--- src/rtl/phys_free_list_if.sv ---
// Free-list port bundle: allocate, reclaim, checkpoint and status.
// The master drives requests; the slave (free list) answers.
interface phys_free_list_if #(
    parameter int PHYS_REG_NUM  = 64,
    parameter int ALLOC_WIDTH   = 2,
    parameter int RECLAIM_WIDTH = 2,
    parameter int CKPT_NUM      = 4
);
    localparam int PW = $clog2(PHYS_REG_NUM);
    localparam int CW = (CKPT_NUM > 1) ? $clog2(CKPT_NUM) : 1;

    logic [ALLOC_WIDTH-1:0]           alloc_req;
    logic                             alloc_ready;
    logic [ALLOC_WIDTH-1:0][PW-1:0]   alloc_preg;
    logic [RECLAIM_WIDTH-1:0]         reclaim_valid;
    logic [RECLAIM_WIDTH-1:0][PW-1:0] reclaim_preg;
    logic                             ckpt_save;
    logic [CW-1:0]                    ckpt_save_id;
    logic                             ckpt_restore;
    logic [CW-1:0]                    ckpt_restore_id;
    logic [PW:0]                      free_count;
    logic                             err;

    modport master (
        output alloc_req, reclaim_valid, reclaim_preg,
        output ckpt_save, ckpt_save_id,
        output ckpt_restore, ckpt_restore_id,
        input  alloc_ready, alloc_preg, free_count, err
    );

    modport slave (
        input  alloc_req, reclaim_valid, reclaim_preg,
        input  ckpt_save, ckpt_save_id,
        input  ckpt_restore, ckpt_restore_id,
        output alloc_ready, alloc_preg, free_count, err
    );
endinterface

--- src/rtl/phys_free_list.sv ---
// Circular free list of physical registers with branch checkpoints.
// Define FREE_LIST_CHECK_EN to add a free bitmap driving the sticky err.
module phys_free_list #(
    parameter int PHYS_REG_NUM  = 64,
    parameter int REG_NUM       = 32,
    parameter int ALLOC_WIDTH   = 2,
    parameter int RECLAIM_WIDTH = 2,
    parameter int CKPT_NUM      = 4
) (
    input logic               clk,
    input logic               rst,
    phys_free_list_if.slave   bus
);
    localparam int PW = $clog2(PHYS_REG_NUM);

    typedef logic [PW:0] ptr_t;

    ptr_t          head;
    ptr_t          tail;
    ptr_t          head_next;
    ptr_t          count;
    ptr_t          a_cnt;
    ptr_t          r_cnt;
    logic [PW-1:0] fl [PHYS_REG_NUM];
    ptr_t          ckpt [CKPT_NUM];
    logic [PW-1:0] r_idx [RECLAIM_WIDTH];
    logic [RECLAIM_WIDTH-1:0] r_acc;
    logic [RECLAIM_WIDTH-1:0] r_drop;

    assign count = tail - head;
    assign bus.free_count = count;
    assign bus.alloc_ready = (count >= ptr_t'(ALLOC_WIDTH))
                           && !bus.ckpt_restore;
    assign head_next = bus.alloc_ready ? head + a_cnt : head;

    always_comb begin : alloc_lanes
        ptr_t off;
        ptr_t p;
        off = '0;
        bus.alloc_preg = '0;
        for (int i = 0; i < ALLOC_WIDTH; i++) begin
            p = head + off;
            bus.alloc_preg[i] = fl[p[PW-1:0]];
            if (bus.alloc_req[i]) off = off + ptr_t'(1);
        end
        a_cnt = off;
    end

    // A lane is dropped once the list would overflow; later lanes follow.
    always_comb begin : reclaim_lanes
        ptr_t off;
        ptr_t p;
        off = '0;
        r_acc = '0;
        r_drop = '0;
        for (int i = 0; i < RECLAIM_WIDTH; i++) begin
            p = tail + off;
            r_idx[i] = p[PW-1:0];
            r_acc[i] = bus.reclaim_valid[i]
                     && ((count + off) < ptr_t'(PHYS_REG_NUM));
            r_drop[i] = bus.reclaim_valid[i] && !r_acc[i];
            if (r_acc[i]) off = off + ptr_t'(1);
        end
        r_cnt = off;
    end

    always_ff @(posedge clk or posedge rst) begin
        if (rst) begin
            head <= '0;
            tail <= ptr_t'(PHYS_REG_NUM - REG_NUM);
            for (int k = 0; k < PHYS_REG_NUM; k++)
                fl[k] <= (k < PHYS_REG_NUM - REG_NUM)
                       ? PW'(REG_NUM + k) : '0;
            for (int c = 0; c < CKPT_NUM; c++)
                ckpt[c] <= '0;
        end else begin
            if (bus.ckpt_restore)
                head <= ckpt[bus.ckpt_restore_id];
            else
                head <= head_next;
            for (int i = 0; i < RECLAIM_WIDTH; i++)
                if (r_acc[i]) fl[r_idx[i]] <= bus.reclaim_preg[i];
            tail <= tail + r_cnt;
            if (bus.ckpt_save && !bus.ckpt_restore)
                ckpt[bus.ckpt_save_id] <= head_next;
        end
    end

`ifdef FREE_LIST_CHECK_EN
    localparam logic [PHYS_REG_NUM-1:0] MAP_RST =
        {PHYS_REG_NUM{1'b1}} << REG_NUM;

    logic [PHYS_REG_NUM-1:0] free_map;
    logic [PHYS_REG_NUM-1:0] map_nx;
    logic                    err_q;
    logic                    err_nx;

    // Restore hands back every entry between restored and current head.
    always_comb begin : check_map
        ptr_t base;
        ptr_t span;
        ptr_t p;
        map_nx = free_map;
        err_nx = err_q;
        base = ckpt[bus.ckpt_restore_id];
        span = head - base;
        if (bus.ckpt_restore) begin
            for (int k = 0; k < PHYS_REG_NUM; k++) begin
                p = base + ptr_t'(k);
                if (ptr_t'(k) < span) map_nx[fl[p[PW-1:0]]] = 1'b1;
            end
        end
        if (bus.alloc_ready) begin
            for (int i = 0; i < ALLOC_WIDTH; i++) begin
                if (bus.alloc_req[i]) begin
                    if (!map_nx[bus.alloc_preg[i]]) err_nx = 1'b1;
                    map_nx[bus.alloc_preg[i]] = 1'b0;
                end
            end
        end
        for (int i = 0; i < RECLAIM_WIDTH; i++) begin
            if (r_acc[i]) begin
                if (map_nx[bus.reclaim_preg[i]]) err_nx = 1'b1;
                map_nx[bus.reclaim_preg[i]] = 1'b1;
            end
            if (r_drop[i]) err_nx = 1'b1;
        end
    end

    always_ff @(posedge clk or posedge rst) begin
        if (rst) begin
            free_map <= MAP_RST;
            err_q <= 1'b0;
        end else begin
            free_map <= map_nx;
            err_q <= err_nx;
        end
    end

    assign bus.err = err_q;
`else
    assign bus.err = 1'b0;
`endif
endmodule

--- src/flat_wrapper.sv ---
// flat-port wrapper written by rule: the top's interface ports become plain ports
module phys_free_list_flat 
#(
    parameter int PHYS_REG_NUM  = 64,
    parameter int REG_NUM       = 32,
    parameter int ALLOC_WIDTH   = 2,
    parameter int RECLAIM_WIDTH = 2,
    parameter int CKPT_NUM      = 4
)
  (clk, rst, bus_alloc_req, bus_reclaim_valid, bus_reclaim_preg, bus_ckpt_save, bus_ckpt_save_id, bus_ckpt_restore, bus_ckpt_restore_id, bus_alloc_ready, bus_alloc_preg, bus_free_count, bus_err);
  phys_free_list_if #(.PHYS_REG_NUM(PHYS_REG_NUM), .ALLOC_WIDTH(ALLOC_WIDTH), .RECLAIM_WIDTH(RECLAIM_WIDTH), .CKPT_NUM(CKPT_NUM)) bus_i ();
  input logic clk;
  input logic rst;
  input wire logic [$bits(bus_i.alloc_req)-1:0] bus_alloc_req;
  input wire logic [$bits(bus_i.reclaim_valid)-1:0] bus_reclaim_valid;
  input wire logic [$bits(bus_i.reclaim_preg)-1:0] bus_reclaim_preg;
  input wire logic [$bits(bus_i.ckpt_save)-1:0] bus_ckpt_save;
  input wire logic [$bits(bus_i.ckpt_save_id)-1:0] bus_ckpt_save_id;
  input wire logic [$bits(bus_i.ckpt_restore)-1:0] bus_ckpt_restore;
  input wire logic [$bits(bus_i.ckpt_restore_id)-1:0] bus_ckpt_restore_id;
  output wire logic [$bits(bus_i.alloc_ready)-1:0] bus_alloc_ready;
  output wire logic [$bits(bus_i.alloc_preg)-1:0] bus_alloc_preg;
  output wire logic [$bits(bus_i.free_count)-1:0] bus_free_count;
  output wire logic [$bits(bus_i.err)-1:0] bus_err;
  assign bus_i.alloc_req = bus_alloc_req;
  assign bus_i.reclaim_valid = bus_reclaim_valid;
  assign bus_i.reclaim_preg = bus_reclaim_preg;
  assign bus_i.ckpt_save = bus_ckpt_save;
  assign bus_i.ckpt_save_id = bus_ckpt_save_id;
  assign bus_i.ckpt_restore = bus_ckpt_restore;
  assign bus_i.ckpt_restore_id = bus_ckpt_restore_id;
  assign bus_alloc_ready = bus_i.alloc_ready;
  assign bus_alloc_preg = bus_i.alloc_preg;
  assign bus_free_count = bus_i.free_count;
  assign bus_err = bus_i.err;
  phys_free_list #(.PHYS_REG_NUM(PHYS_REG_NUM), .REG_NUM(REG_NUM), .ALLOC_WIDTH(ALLOC_WIDTH), .RECLAIM_WIDTH(RECLAIM_WIDTH), .CKPT_NUM(CKPT_NUM)) u_core (.clk(clk), .rst(rst), .bus(bus_i));
endmodule
--- config.mk ---
export PLATFORM = sky130hd
export DESIGN_NAME = phys_free_list_flat
export DESIGN_NICKNAME = d
export VERILOG_FILES = /design/src/rtl/phys_free_list_if.sv /design/src/rtl/phys_free_list.sv /design/src/flat_wrapper.sv
export SDC_FILE = /design/constraint.sdc
export NUM_CORES = 1
export LEC_CHECK = 0
export BUFFER_PORTS_ARGS = -buffer_cell sky130_fd_sc_hd__buf_2
export CAP_MARGIN = 20
export CORE_MARGIN = 2
export CORE_UTILIZATION = 55
export CTS_CLUSTER_SIZE = 24
export DETAILED_ROUTE_END_ITERATION = 8
export GPL_ROUTABILITY_DRIVEN = 0
export PLACE_DENSITY = 0.71
export SETUP_SLACK_MARGIN = 0.4
export SLEW_MARGIN = 20
export SYNTH_ARGS = -nofsm -noshare
export SYNTH_HDL_FRONTEND = slang
export SYNTH_SLANG_ARGS = --single-unit
--- constraint.sdc ---
create_clock -name clk -period 17.7 [get_ports clk]
set_clock_uncertainty 0.15 [all_clocks]
set_input_delay 1.77 -clock clk [delete_from_list [all_inputs] [get_ports clk]]
set_output_delay 1.77 -clock clk [all_outputs]
set_load 0.03 [all_outputs]
# Word-level counts from Yosys, hierarchy flattened
# Index checks and enable logic that the tools add are counted.
dict set report word_totals {
  out_inout_bits 21
  inputBits 24
  ff_bits 426
}
dict set report classes {
  reduce_logical 8
  n_addsub 8
  n_bitwise 6
  mux 26
  magnitude_cmp 12
}
# op n
set ops {}
lappend ops {{bitwise mux 384 bit} 2}
lappend ops {{two-way mux 384 bit} 2}
lappend ops {{binary-select mux 6 bit (select 6 bit)} 2}
lappend ops {{demux 6 bit (select 6 bit)} 2}
lappend ops {{two-way mux 7 bit} 7}
lappend ops {{two-way mux 6 bit} 6}
lappend ops {{bitwise mux 28 bit} 1}
lappend ops {{>= comparator 7 bit, second input constant} 4}
lappend ops {{inverter 6 -> 7 bit} 4}
lappend ops {{adder 7 bit} 2}
lappend ops {{binary-select mux 7 bit (select 2 bit)} 1}
lappend ops {{demux 7 bit (select 2 bit)} 1}
lappend ops {{less-than comparator 7 x 1 -> 1 bit, second input constant} 2}
lappend ops {{less-than comparator 7 bit, second input constant} 2}
lappend ops {{adder 6 x 1 -> 6 bit} 2}
lappend ops {{adder 7 x 1 -> 7 bit} 1}
lappend ops {{>= comparator 7 x 2 -> 1 bit, second input constant} 1}
lappend ops {{logical AND 1 bit} 7}
lappend ops {{subtractor 7 bit} 1}
lappend ops {{>= comparator 3 bit, second input constant} 2}
lappend ops {{inverter 2 -> 3 bit} 2}
lappend ops {{adder 1 x 1 -> 2 bit, second input constant} 2}
lappend ops {{less-than comparator 3 x 1 -> 1 bit, second input constant} 1}
lappend ops {{two-way mux 1 bit} 2}
lappend ops {{logical NOT 1 bit} 1}

# Depth between registers and ports, before layout
dict set report logic_depth {
  depth_word 12
  depth_mapped 25
}

# Least setup slack after synthesis
# Ideal clock, no wire load.
dict set report synth_path {
  kind {input-to-output}
  from {input bus_alloc_req[0]}
  to {output bus_alloc_preg[10]}
  arrival_time_ns 4.492
  path_slack_ns 11.288
  path_buffers 3
  path_stages 8
  path_cell_list {ha_1 ha_1 clkbuf_1 clkbuf_1 clkbuf_1 mux4_2 mux4_2 mux4_2}
}
dict set report synth_via {
  elab_chain_len 6
}
# item line
set synth_lines {}
lappend synth_lines {{start: declaration} flat_wrapper.sv:14} ;# input wire logic [$bits(bus_i.alloc_req)-1:0] bus_alloc_req;
lappend synth_lines {{two-way mux 1 bit} phys_free_list.sv:44} ;# if (bus.alloc_req[i]) off = off + ptr_t'(1);
lappend synth_lines {{adder 6 x 1 -> 6 bit} phys_free_list.sv:42} ;# p = head + off;
lappend synth_lines {{inverter 6 -> 7 bit (not written as such)} phys_free_list.sv:43} ;# bus.alloc_preg[i] = fl[p[PW-1:0]];
lappend synth_lines {{binary-select mux 6 bit (select 6 bit)} phys_free_list.sv:43}
lappend synth_lines {{two-way mux 6 bit (not written as such) (2 in a row)} phys_free_list.sv:43}
lappend synth_lines {{end: declaration} flat_wrapper.sv:22} ;# output wire logic [$bits(bus_i.alloc_preg)-1:0] bus_alloc_preg;
# Every way passes these cells. The select of a mux whose other input is x is not followed.

# Final worst setup path
dict set report layout_path {
  from {input bus_alloc_req[0]}
  to {output bus_alloc_preg[8]}
}
# The elaborated chain is that of the path after synthesis.

==> flow_summary.json <==
{
  "max_stage_delay_ps": 880,
  "postCtsSetupRepairBufs": 0,
  "clock-root-buffer": "clkbuf_16",
  "rsz0062_at_grt": "no",
  "grt_busiest_layer": "met2",
  "synth-edff-count": 0,
  "fmax_mhz": 132,
  "cts.path.max_buffers": 3,
  "hold_class": "register to register",
  "cp-start-kind": "input port",
  "core-area_sq_um": 51000,
  "portBuffers": 43,
  "num_vias": 20319,
  "synthCells": 2249,
  "tritoncts": "done",
  "maxCapViolCount": 0,
  "grt.total_usage_pct": 33.5,
  "finalSetupViolCount": 0,
  "slew_violations": 0,
  "path_max_fanout": 50,
  "met2_usage_pct": 50.6,
  "gr-total-overflow": 0,
  "yosys.area_share.simple_pct": 8.24,
  "ys.flop_type": "dfrtp_1",
  "finalCriticalPeriod_ps": 7570,
  "num_antenna_cells": 0,
  "die_height_microns": 231,
  "wire_per_inst_microns": 30.4,
  "cts_resized": 0,
  "io_pins": 45,
  "async_flop_share_pct": 100,
  "start_util_pct": 55.4,
  "synth_fa_ha_area_share_pct": 0.922,
  "cts.sinks": 426,
  "layout-drive-gt1-share_pct": 46.0,
  "clk_pin_slew_ps": 60,
  "grt_max_degree": 173,
  "cp_slowest_cell": "ha_4",
  "final.setup.tns_ps": 0,
  "via_per_inst": 7.04,
  "yosysWarnings": 0,
  "min_period_over_period_pct": 42.8,
  "synth_top_family_by_area": "multiplexers",
  "path_common_cell": "mux4_2",
  "fin_nets": 2211,
  "ctsHoldBuffers": 0,
  "grt_pass1_wl_microns": 132000,
  "dpl.hpwl_microns": 57400,
  "cp.arrival_ps": 5650,
  "synth_top_cell_by_area": "dfrtp_1",
  "syn_nets": 2292,
  "muxShareOfSynthArea_pct": 44.3,
  "routed_wl_microns": 87800,
  "detail-route-antenna-nets": 0,
  "p_per_area_nw_per_um2": 192,
  "layout-area-overhead-vs-synth_pct": 8.07,
  "post-route-util_pct": 59.8,
  "row_count": 83,
  "synthTopCellsByArea": "dfrtp_1, mux4_2, mux2_2",
  "critPathRequiredTime_ps": 15780,
  "cts_buffers": 47,
  "cts_max_level": 2,
  "status": "finished, final reports clean",
  "firstDrtPassIters": 6,
  "endpoint_kind": "output pin",
  "vdd_drop_max_uv": 184,
  "path_class": "input port to output pin",
  "die-area_sq_um": 53200,
  "fp.dieW_microns": 231,
  "grt_pass1_vias": 20270,
  "power.leakage_nw": 13.4,
  "met1_usage_pct": 45.3,
  "avgSynthCellArea_sq_um": 12.6,
  "seq_area_frac_synth_pct": 38.3,
  "use_met3_pct": 9.63,
  "clk_latency_ps": 610,
  "synth_xor_area_share_pct": 0.714,
  "hold_viol": 0,
  "tightest_slew_ps": 1270,
  "worstPathCellList": "buf_2 > ha_4 > buf_4 > mux4_2 > mux4_2 > mux4_2 > buf_2",
  "drc": 0,
  "syn-cell-area_sq_um": 28200,
  "netlist.area_leader.share_pct": 27.7,
  "synth-compound-area-share_pct": 4.37,
  "relSlewSlack_pct": 14.8,
  "post_synth_num_cell_types": 56,
  "holdWs_ps": 339,
  "total_power_w": 0.00585,
  "first_iter_violations": 2597,
  "antenna_found_initial": 0,
  "synth-seq-cells": 426
}
==> Yosys cell counts (36+ instances only) <==
master    instances
clkbuf_1        147
dfstp_2         113
buf_1            36
dfrtp_1         313
nor2_1          187
nand2_1          79
o21ai_0          49
mux4_2          259
mux2i_1         176
nand3_1          63
a21oi_1         169
mux2_2          429
==> stage by stage <==
step	instances	instance area, sq um	setup slack, ps
detailed placement	2799	28800	10030
global route	2886	30500	9870
global placement	2799	28800	10090
CTS	2886	30500	10050
finish	2886	30500	10130
floorplan	2249	28200	4110
==> layout make-up <==
type | count | area [sq um]
Tap cell | 680 | 851
Clock buffer | 72 | 1440
Timing Repair Buffer | 78 | 493
Clock inverter | 15 | 250
Multi-Input combinational cell | 1593 | 16600
Inverter | 22 | 90.1
Fill cell | 3905 | 20500
Sequential cell | 426 | 10800
==> layer usage <==
layer	up-vias	part of all wire [%]
met3	258	12
met2	1325	45
li1	8346	-
met5	-	0
met1	10390	38
met4	0	5.3
==> final timing paths <==
path,from,end,slack (ps),depth (start not counted)
max,bus_alloc_req[0],bus_alloc_preg[8],10130,7
min,u_core.ckpt[19],u_core.ckpt[19],340,2
max reg2reg,u_core.head[0],u_core.fl[243],10500,17
min reg2reg,u_core.ckpt[19],u_core.ckpt[19],340,2
max in group asynchronous,rst,u_core.fl[283],13910,4
min in group asynchronous,rst,u_core.fl[210],1180,2
==> cells by family (layout without fill, tap and decap cells) <==
logic type	count (synthesis)	in the layout
muxes	870	870
and+or+nand+nor	444	444
DFF	426	426
AOI/OAI and AO/OA	236	236
buffers and inverters	230	187
xor gates and xnor gates	23	23
adders and majority gates	19	19
other	1	1
==> where the power goes <==
group | switching [W] | internal (W) | leakage, nW
sequential | 0.000455 | 0.00144 | 5.34
clock | 0.000422 | 0.000663 | 0.838
combinational | 0.00154 | 0.00133 | 7.18
==> worst max-delay path, delay by kind of cell <==
family,cells,cell delay [ps]
fa+ha+maj,1,880
mux,3,1730
buf+inv,3,1180
==> sequential cells by signal (all words and copies together) (netlist names) <==
register	flops
u_core.fl	384
u_core.ckpt	28
u_core.head	7
u_core.tail	7
==> placed cells by master, fill, tap and decap left out, types with 7 or more instances in the layout <==
cell / instances
nand4_1: 17
xnor2_1: 15
buf_4: 35
mux2_2: 429
and3_1: 9
dfstp_2: 113
nor3_4: 10
clkbuf_1: 11
o21ai_0: 49
mux2i_1: 176
nand2_1: 79
mux4_2: 259
nor3_1: 10
nor2_1: 186
ha_1: 14
nand3_1: 63
nor3_2: 23
clkinv_2: 8
clkbuf_8: 11
inv_1: 16
buf_2: 42
bufinv_16: 7
dfrtp_1: 311
a21oi_1: 168
clkbuf_16: 50
nor2b_1: 7
Power figures use the tool's default switching activity.
